--- src/rtl/clock_checkout_scheduler.sv ---
// Checkout scheduler: generates the shared measurement tick and, per run,
// checks every channel's per-window count against its [min,max] bounds.
module clock_checkout_scheduler #(
  parameter int unsigned NCH           = 4,
  parameter int unsigned CNT_W         = 48,
  parameter int unsigned SYSCLK_PER_MS = 100000,
  parameter int unsigned NSWEEPS       = 8
) (
  input  logic                 sysclk,
  input  logic                 rst_n,
  input  logic                 start,
  input  logic                 abort,
  input  logic [NCH*CNT_W-1:0] count_in,
  input  logic [NCH*CNT_W-1:0] min_count,
  input  logic [NCH*CNT_W-1:0] max_count,
  output logic                 sysclk_millice,
  output logic                 busy,
  output logic                 done,
  output logic [NCH-1:0]       pass,
  output logic [NCH-1:0]       dead,
  output logic [7:0]           sweep_idx
);

  localparam int unsigned TICK_W = (SYSCLK_PER_MS > 1) ? $clog2(SYSCLK_PER_MS) : 1;
  localparam int unsigned CH_W   = (NCH > 1) ? $clog2(NCH) : 1;

  localparam logic [TICK_W-1:0] TICK_LAST  = TICK_W'(SYSCLK_PER_MS - 1);
  localparam logic [TICK_W-1:0] TICK_PRE   = TICK_W'(SYSCLK_PER_MS - 2);
  localparam logic [CH_W-1:0]   CH_LAST    = CH_W'(NCH - 1);
  localparam logic [7:0]        SWEEP_LAST = 8'(NSWEEPS - 1);

  typedef enum logic [2:0] {
    IDLE   = 3'd0,
    PRIME  = 3'd1,
    WAIT   = 3'd2,
    SETTLE = 3'd3,
    CHECK  = 3'd4,
    REPORT = 3'd5
  } state_t;

  logic [TICK_W-1:0] tick_cnt;

  state_t            state, state_nxt;
  logic [CH_W-1:0]   ch, ch_nxt;
  logic [NCH-1:0]    pass_nxt, dead_nxt;
  logic [7:0]        sweep_nxt;
  logic              busy_nxt, done_nxt;

  logic [CNT_W-1:0]  cnt_arr [NCH];
  logic [CNT_W-1:0]  min_arr [NCH];
  logic [CNT_W-1:0]  max_arr [NCH];
  logic [CNT_W-1:0]  cur_cnt, cur_min, cur_max;
  logic              in_win, is_zero;

  // Unpack the flat per-channel buses into indexable arrays
  for (genvar g = 0; g < NCH; g++) begin : g_unpack
    assign cnt_arr[g] = count_in[g*CNT_W +: CNT_W];
    assign min_arr[g] = min_count[g*CNT_W +: CNT_W];
    assign max_arr[g] = max_count[g*CNT_W +: CNT_W];
  end

  assign cur_cnt = cnt_arr[ch];
  assign cur_min = min_arr[ch];
  assign cur_max = max_arr[ch];
  assign in_win  = (cur_cnt >= cur_min) && (cur_cnt <= cur_max);
  assign is_zero = (cur_cnt == '0);

  // Free-running tick counter; millice is registered one cycle ahead so it is
  // high exactly while the counter sits at its last value
  always_ff @(posedge sysclk or negedge rst_n) begin
    if (!rst_n) begin
      tick_cnt       <= '0;
      sysclk_millice <= 1'b0;
    end else begin
      tick_cnt       <= (tick_cnt == TICK_LAST) ? '0 : tick_cnt + TICK_W'(1);
      sysclk_millice <= (tick_cnt == TICK_PRE);
    end
  end

  // Run sequencer: next state, next flags and next registered outputs
  always_comb begin
    state_nxt = state;
    ch_nxt    = ch;
    pass_nxt  = pass;
    dead_nxt  = dead;
    sweep_nxt = sweep_idx;
    busy_nxt  = busy;
    done_nxt  = 1'b0;

    if (abort) begin
      state_nxt = IDLE;
      busy_nxt  = 1'b0;
    end else begin
      case (state)
        IDLE: begin
          if (start) begin
            state_nxt = PRIME;
            pass_nxt  = '1;
            dead_nxt  = '0;
            sweep_nxt = 8'd0;
            busy_nxt  = 1'b1;
          end
        end
        PRIME: begin
          if (sysclk_millice) state_nxt = WAIT;
        end
        WAIT: begin
          if (sysclk_millice) state_nxt = SETTLE;
        end
        SETTLE: begin
          state_nxt = CHECK;
          ch_nxt    = '0;
        end
        CHECK: begin
          pass_nxt[ch] = pass[ch] & in_win;
          dead_nxt[ch] = dead[ch] | is_zero;
          if (ch == CH_LAST) begin
            sweep_nxt = sweep_idx + 8'd1;
            if (sweep_idx == SWEEP_LAST) begin
              state_nxt = REPORT;
              busy_nxt  = 1'b0;
              done_nxt  = 1'b1;
            end else begin
              state_nxt = WAIT;
            end
          end else begin
            ch_nxt = ch + CH_W'(1);
          end
        end
        REPORT: begin
          state_nxt = IDLE;
        end
        default: begin
          state_nxt = IDLE;
          busy_nxt  = 1'b0;
        end
      endcase
    end
  end

  // State and output registers
  always_ff @(posedge sysclk or negedge rst_n) begin
    if (!rst_n) begin
      state     <= IDLE;
      ch        <= '0;
      pass      <= '0;
      dead      <= '0;
      sweep_idx <= 8'd0;
      busy      <= 1'b0;
      done      <= 1'b0;
    end else begin
      state     <= state_nxt;
      ch        <= ch_nxt;
      pass      <= pass_nxt;
      dead      <= dead_nxt;
      sweep_idx <= sweep_nxt;
      busy      <= busy_nxt;
      done      <= done_nxt;
    end
  end

endmodule
--- config.mk ---
export PLATFORM = sky130hd
export DESIGN_NAME = clock_checkout_scheduler
export DESIGN_NICKNAME = d
export VERILOG_FILES = /design/src/rtl/clock_checkout_scheduler.sv
export SDC_FILE = /design/constraint.sdc
export NUM_CORES = 1
export LEC_CHECK = 0
export CORE_AREA = 2 2 235 237
export CTS_BUF_LIST = sky130_fd_sc_hd__clkbuf_4 sky130_fd_sc_hd__clkbuf_8
export DETAILED_ROUTE_END_ITERATION = 7
export DIE_AREA = 0 0 237 239
export GPL_TIMING_DRIVEN = 0
export SYNTH_ARGS = -nofsm -noshare
export SYNTH_HDL_FRONTEND = slang
export SYNTH_SLANG_ARGS = --single-unit
--- constraint.sdc ---
create_clock -name sysclk -period 3.5 [get_ports sysclk]
set_input_delay 0.7 -clock sysclk [delete_from_list [all_inputs] [get_ports sysclk]]
set_output_delay 0.7 -clock sysclk [all_outputs]
set_load 0.01 [all_outputs]
==> results of run 1 <==
[registers in the layout, indices dropped and copies added, names as in the netlist]
| name | count |
|---|---|
| state | 3 |
| ch | 2 |
| done | 1 |
| dead | 4 |
| busy | 1 |
| pass | 4 |
| sweep_idx | 8 |
| tick_cnt | 17 |
| sysclk_millice | 1 |
[kinds of logic after synthesis]
family | synth area share [%]
AO/OA/AOI/OAI | 9.17
XOR/XNOR | 2.21
adder cells (fa/ha/maj) | 16.2
buffers and inverters | 7.63
flip-flops | 12.9
multiplexers | 41.5
AND/OR/NAND/NOR | 10.3
[worst max path at each step]
stage | from | slack [ns] | endpoint | depth (start not counted)
floorplan | ch[0]$_DFFE_PN0P_ | 0.03 | pass[2]$_DFFE_PN0P_ | 14
global placement | ch[1]$_DFFE_PN0P_ | -2.85 | pass[2]$_DFFE_PN0P_ | 13
detailed placement | ch[1]$_DFFE_PN0P_ | -2.97 | pass[2]$_DFFE_PN0P_ | 13
CTS | ch[0]$_DFFE_PN0P_ | -0.16 | pass[2]$_DFFE_PN0P_ | 17
global route | ch[0]$_DFFE_PN0P_ | -0.25 | pass[2]$_DFFE_PN0P_ | 17
finish | ch[0]$_DFFE_PN0P_ | -0.09 | pass[2]$_DFFE_PN0P_ | 14
[routing by layer]
metal	GRT usage (%)	routed length, um
met1	22.0	21700
met3	5.24	4570
met5	0	75
met4	2.92	904
met2	30.9	25800
[stage by stage]
stage	power, mW	utilization [%]	instance area [um^2]
2_1_floorplan	2.32	-	7940
3_3_place_gp	3.73	27.2	14800
3_5_place_dp	3.82	27.3	14900
4_1_cts	4.55	28.6	15500
5_1_grt	4.96	29.0	15700
6_report	4.62	29.0	15700
[final cells by class]
| type | count | area (um^2) | area share (%) |
|---|---|---|---|
| multi-input cells | 545 | 6540 | 41.5 |
| repair buffers | 627 | 6290 | 40.0 |
| flip-flops and latches | 41 | 1030 | 6.52 |
| well taps | 704 | 881 | 5.59 |
| plain buffers | 39 | 460 | 2.92 |
| inverters | 108 | 405 | 2.57 |
| clock buffers | 6 | 82.6 | 0.525 |
| clock inverters | 2 | 37.5 | 0.238 |
| diodes | 7 | 17.5 | 0.111 |
[cell usage in the layout, fill, tap and decap left out, types with 4 or more instances in the layout]
| cell type | Yosys | final |
|---|---|---|
| a211oi_1 | 7 | 4 |
| a211oi_2 | 1 | 4 |
| a21o_1 | 8 | 8 |
| a21oi_1 | 42 | 38 |
| a22o_1 | 4 | 4 |
| buf_12 | 0 | 9 |
| buf_16 | 0 | 5 |
| buf_2 | 13 | 7 |
| buf_4 | 2 | 24 |
| buf_6 | 4 | 10 |
| buf_8 | 0 | 6 |
| clkbuf_1 | 6 | 5 |
| clkbuf_8 | 0 | 6 |
| clkdlybuf4s50_1 | 0 | 596 |
| dfrtp_1 | 41 | 40 |
| diode_2 | 0 | 7 |
| ha_1 | 103 | 97 |
| ha_4 | 0 | 6 |
| inv_1 | 108 | 104 |
| inv_2 | 0 | 4 |
| mux4_2 | 146 | 146 |
| nand2_1 | 32 | 32 |
| nand3_1 | 17 | 17 |
| nand4_1 | 27 | 27 |
| nor2_1 | 33 | 33 |
| nor3_1 | 10 | 9 |
| nor3b_1 | 4 | 4 |
| nor4_1 | 18 | 14 |
| o211ai_1 | 5 | 5 |
| o21ai_0 | 20 | 15 |
| o21ai_1 | 7 | 7 |
| o21ai_2 | 0 | 5 |
| xnor2_1 | 9 | 9 |
| xor2_1 | 11 | 11 |
[power breakdown]
group | internal [mW] | switching [mW] | leakage [nW]
clock | 0.232 | 0.177 | 0.0575
sequential | 0.495 | 0.0188 | 0.535
combinational | 1.99 | 1.71 | 5.51
[critical path: cells and delay by family, from the launching register on]
| kind | cells | cell delay [ns] |
|---|---|---|
| buffers and inverters | 7 | 1.05 |
| muxes | 2 | 0.81 |
| and+or+nand+nor | 2 | 0.78 |
| DFF | 1 | 0.37 |
| AOI/OAI and AO/OA | 2 | 0.30 |
| adders and majority gates | 1 | 0.16 |
[what timing repair did]
item                       in CTS  in global routing
pin swaps                      12                  5
resized for setup             125                 30
setup endpoints to repair       9                  7
gates cloned                    1                  0
buffers inserted               18                  7
==> flow_summary_export.csv, run 1 <==
group,metric,value,unit
worst_setup_path,startpoint_type,"flop",
detailed_routing,first_pass_iters,5,
sta,rsz0062_at_grt,"true",
place,dp.cells,2037,
detailed_routing,viasPerCell,4.55,
synthesis,synth_area,7940,um^2
layout,layoutNonFillerInstCount,2079,
floorplanning,dieArea,56600,um^2
sta,holdWs,0.361,ns
worst_setup_path,r2r_start,"ch[0]$_DFFE_PN0P_",
sta,period_needed,3.59,ns
power_and_ir_drop,ir_drop,0.165,mV
worst_setup_path,cp.arrival,3.80,ns
floorplanning,chipWidth,237,um
floorplanning,dieHeight,239,um
synthesis,ys_seq_area_share,12.9,%
synthesis,synth_top_area_share,41.4,%
place,dp_hpwl,45800,um
clock_tree,numCtsBuffers,5,
sta,clock_skew,0.00715,ns
flow_run,cap_viol_max_count,0,
worst_setup_path,reg2regPathDepth,14,
synthesis,synth_area_leader_cell,"mux4_2",
floorplanning,ios,599,
global_route,grt_pass1_vias,10072,
worst_setup_path,rr_endpoint,"pass[2]$_DFFE_PN0P_",
worst_setup_path,slowest_stage,"nor4_1",
sta,tightest_slew,0.605,ns
min_path,hold_class,"input port to async pin",
synthesis,synth_common_cells,"mux4_2, inv_1, ha_1",
layout,nFillCells,5553,
synthesis,synth_cells,733,
sta,drv_slew,0,
global_route,grt_max_degree,24,
global_route,grt_overflow_total,0,
sta,fmax,279,MHz
clock_tree,cts_tree,"done",
worst_setup_path,crit_chain,"buf_6 -> buf_16 -> buf_12 -> buf_16 -> buf_8 -> mux4_2 -> inv_1 -> ha_1 -> nand4_1 -> nor4_1 -> mux2i_1 -> o22ai_2 -> buf_6 -> a32oi_1",
synthesis,netlist_top_cells_area,"mux4_2, ha_1, dfrtp_1",
place,gp_congestion,0.895,
sta,finalHoldViolations,0,
layout,area_growth,98.3,%
synthesis,syn_area_per_cell,10.8,um^2
synthesis,synth_nets,1416,
sta,setup_viol,4,
detailed_routing,route.vias.total,9466,
global_route,grt.total_usage,17.8,%
global_route,antenna_found_initial,16,
worst_setup_path,worstPathMaxFanout,10,
place,io_buffer_count,598,
power_and_ir_drop,leakagePower,6.10,nW
sta,period_share,103,%
layout,drive_above_1_share,18.7,%
sta,setup_tns,-0.155,ns
clock_tree,clkSinkCount,41,
floorplanning,core,54300,um^2
detailed_routing,routed_wl,53000,um
clock_tree,cts.path.max_buffers,2,
worst_setup_path,required,3.71,ns
synthesis,post-synth-top-count-cell,"mux4_2",
synthesis,ys_types,49,
floorplanning,rows,86,
clock_tree,insertion_delay,0.30,ns
synthesis,synth_seq_cells,41,
detailed_routing,ant_nets,0,
sta,layout_setup_ws,-0.0906,ns
run_status,violations,"negative setup slack",
power_and_ir_drop,powerDensity,293,nW/um^2
clock_tree,cts_hold_buf,0,
synthesis,synthFlopType,"dfrtp_1",
worst_setup_path,cp-end-kind,"flop",
synthesis,ys_warn_count,0,
synthesis,synth_enable_flop_cells,0,
synthesis,ys_async_sr_fraction,100,%
place,dpl_worst_slack,-2.97,ns
clock_tree,clkTransAtPathRegs,0.09,ns
sta,slew_headroom,59.3,%
clock_tree,cts-root-buf,"clkbuf_8",
worst_setup_path,slowest_delay,0.56,ns
detailed_routing,wl_per_cell,25.5,um
global_route,grt_first_pass_wirelength,71600,um
worst_setup_path,crit_type,"flop to flop",
worst_setup_path,reg2reg_slack,-0.09,ns
detailed_routing,drt_iter0_markers,572,
clock_tree,cts_max_level,2,
layout,fin_nets,2050,
floorplanning,start_util,14.6,%
run_status,outcome,"complete, but fails checks",
detailed_routing,drc,0,
Power figures use the tool's default switching activity.
==> run 2: changes to the inputs <==
--- a/config.mk
+++ b/config.mk
@@ -9,6 +9,7 @@
 export CTS_BUF_LIST = sky130_fd_sc_hd__clkbuf_4 sky130_fd_sc_hd__clkbuf_8
 export DETAILED_ROUTE_END_ITERATION = 7
 export DIE_AREA = 0 0 237 239
+export GPL_ROUTABILITY_DRIVEN = 1
 export GPL_TIMING_DRIVEN = 0
 export SYNTH_ARGS = -nofsm -noshare
 export SYNTH_HDL_FRONTEND = slang
==> results of run 2 <==
Same layout as run 1: the final DEF is identical, and so are final timing and power.
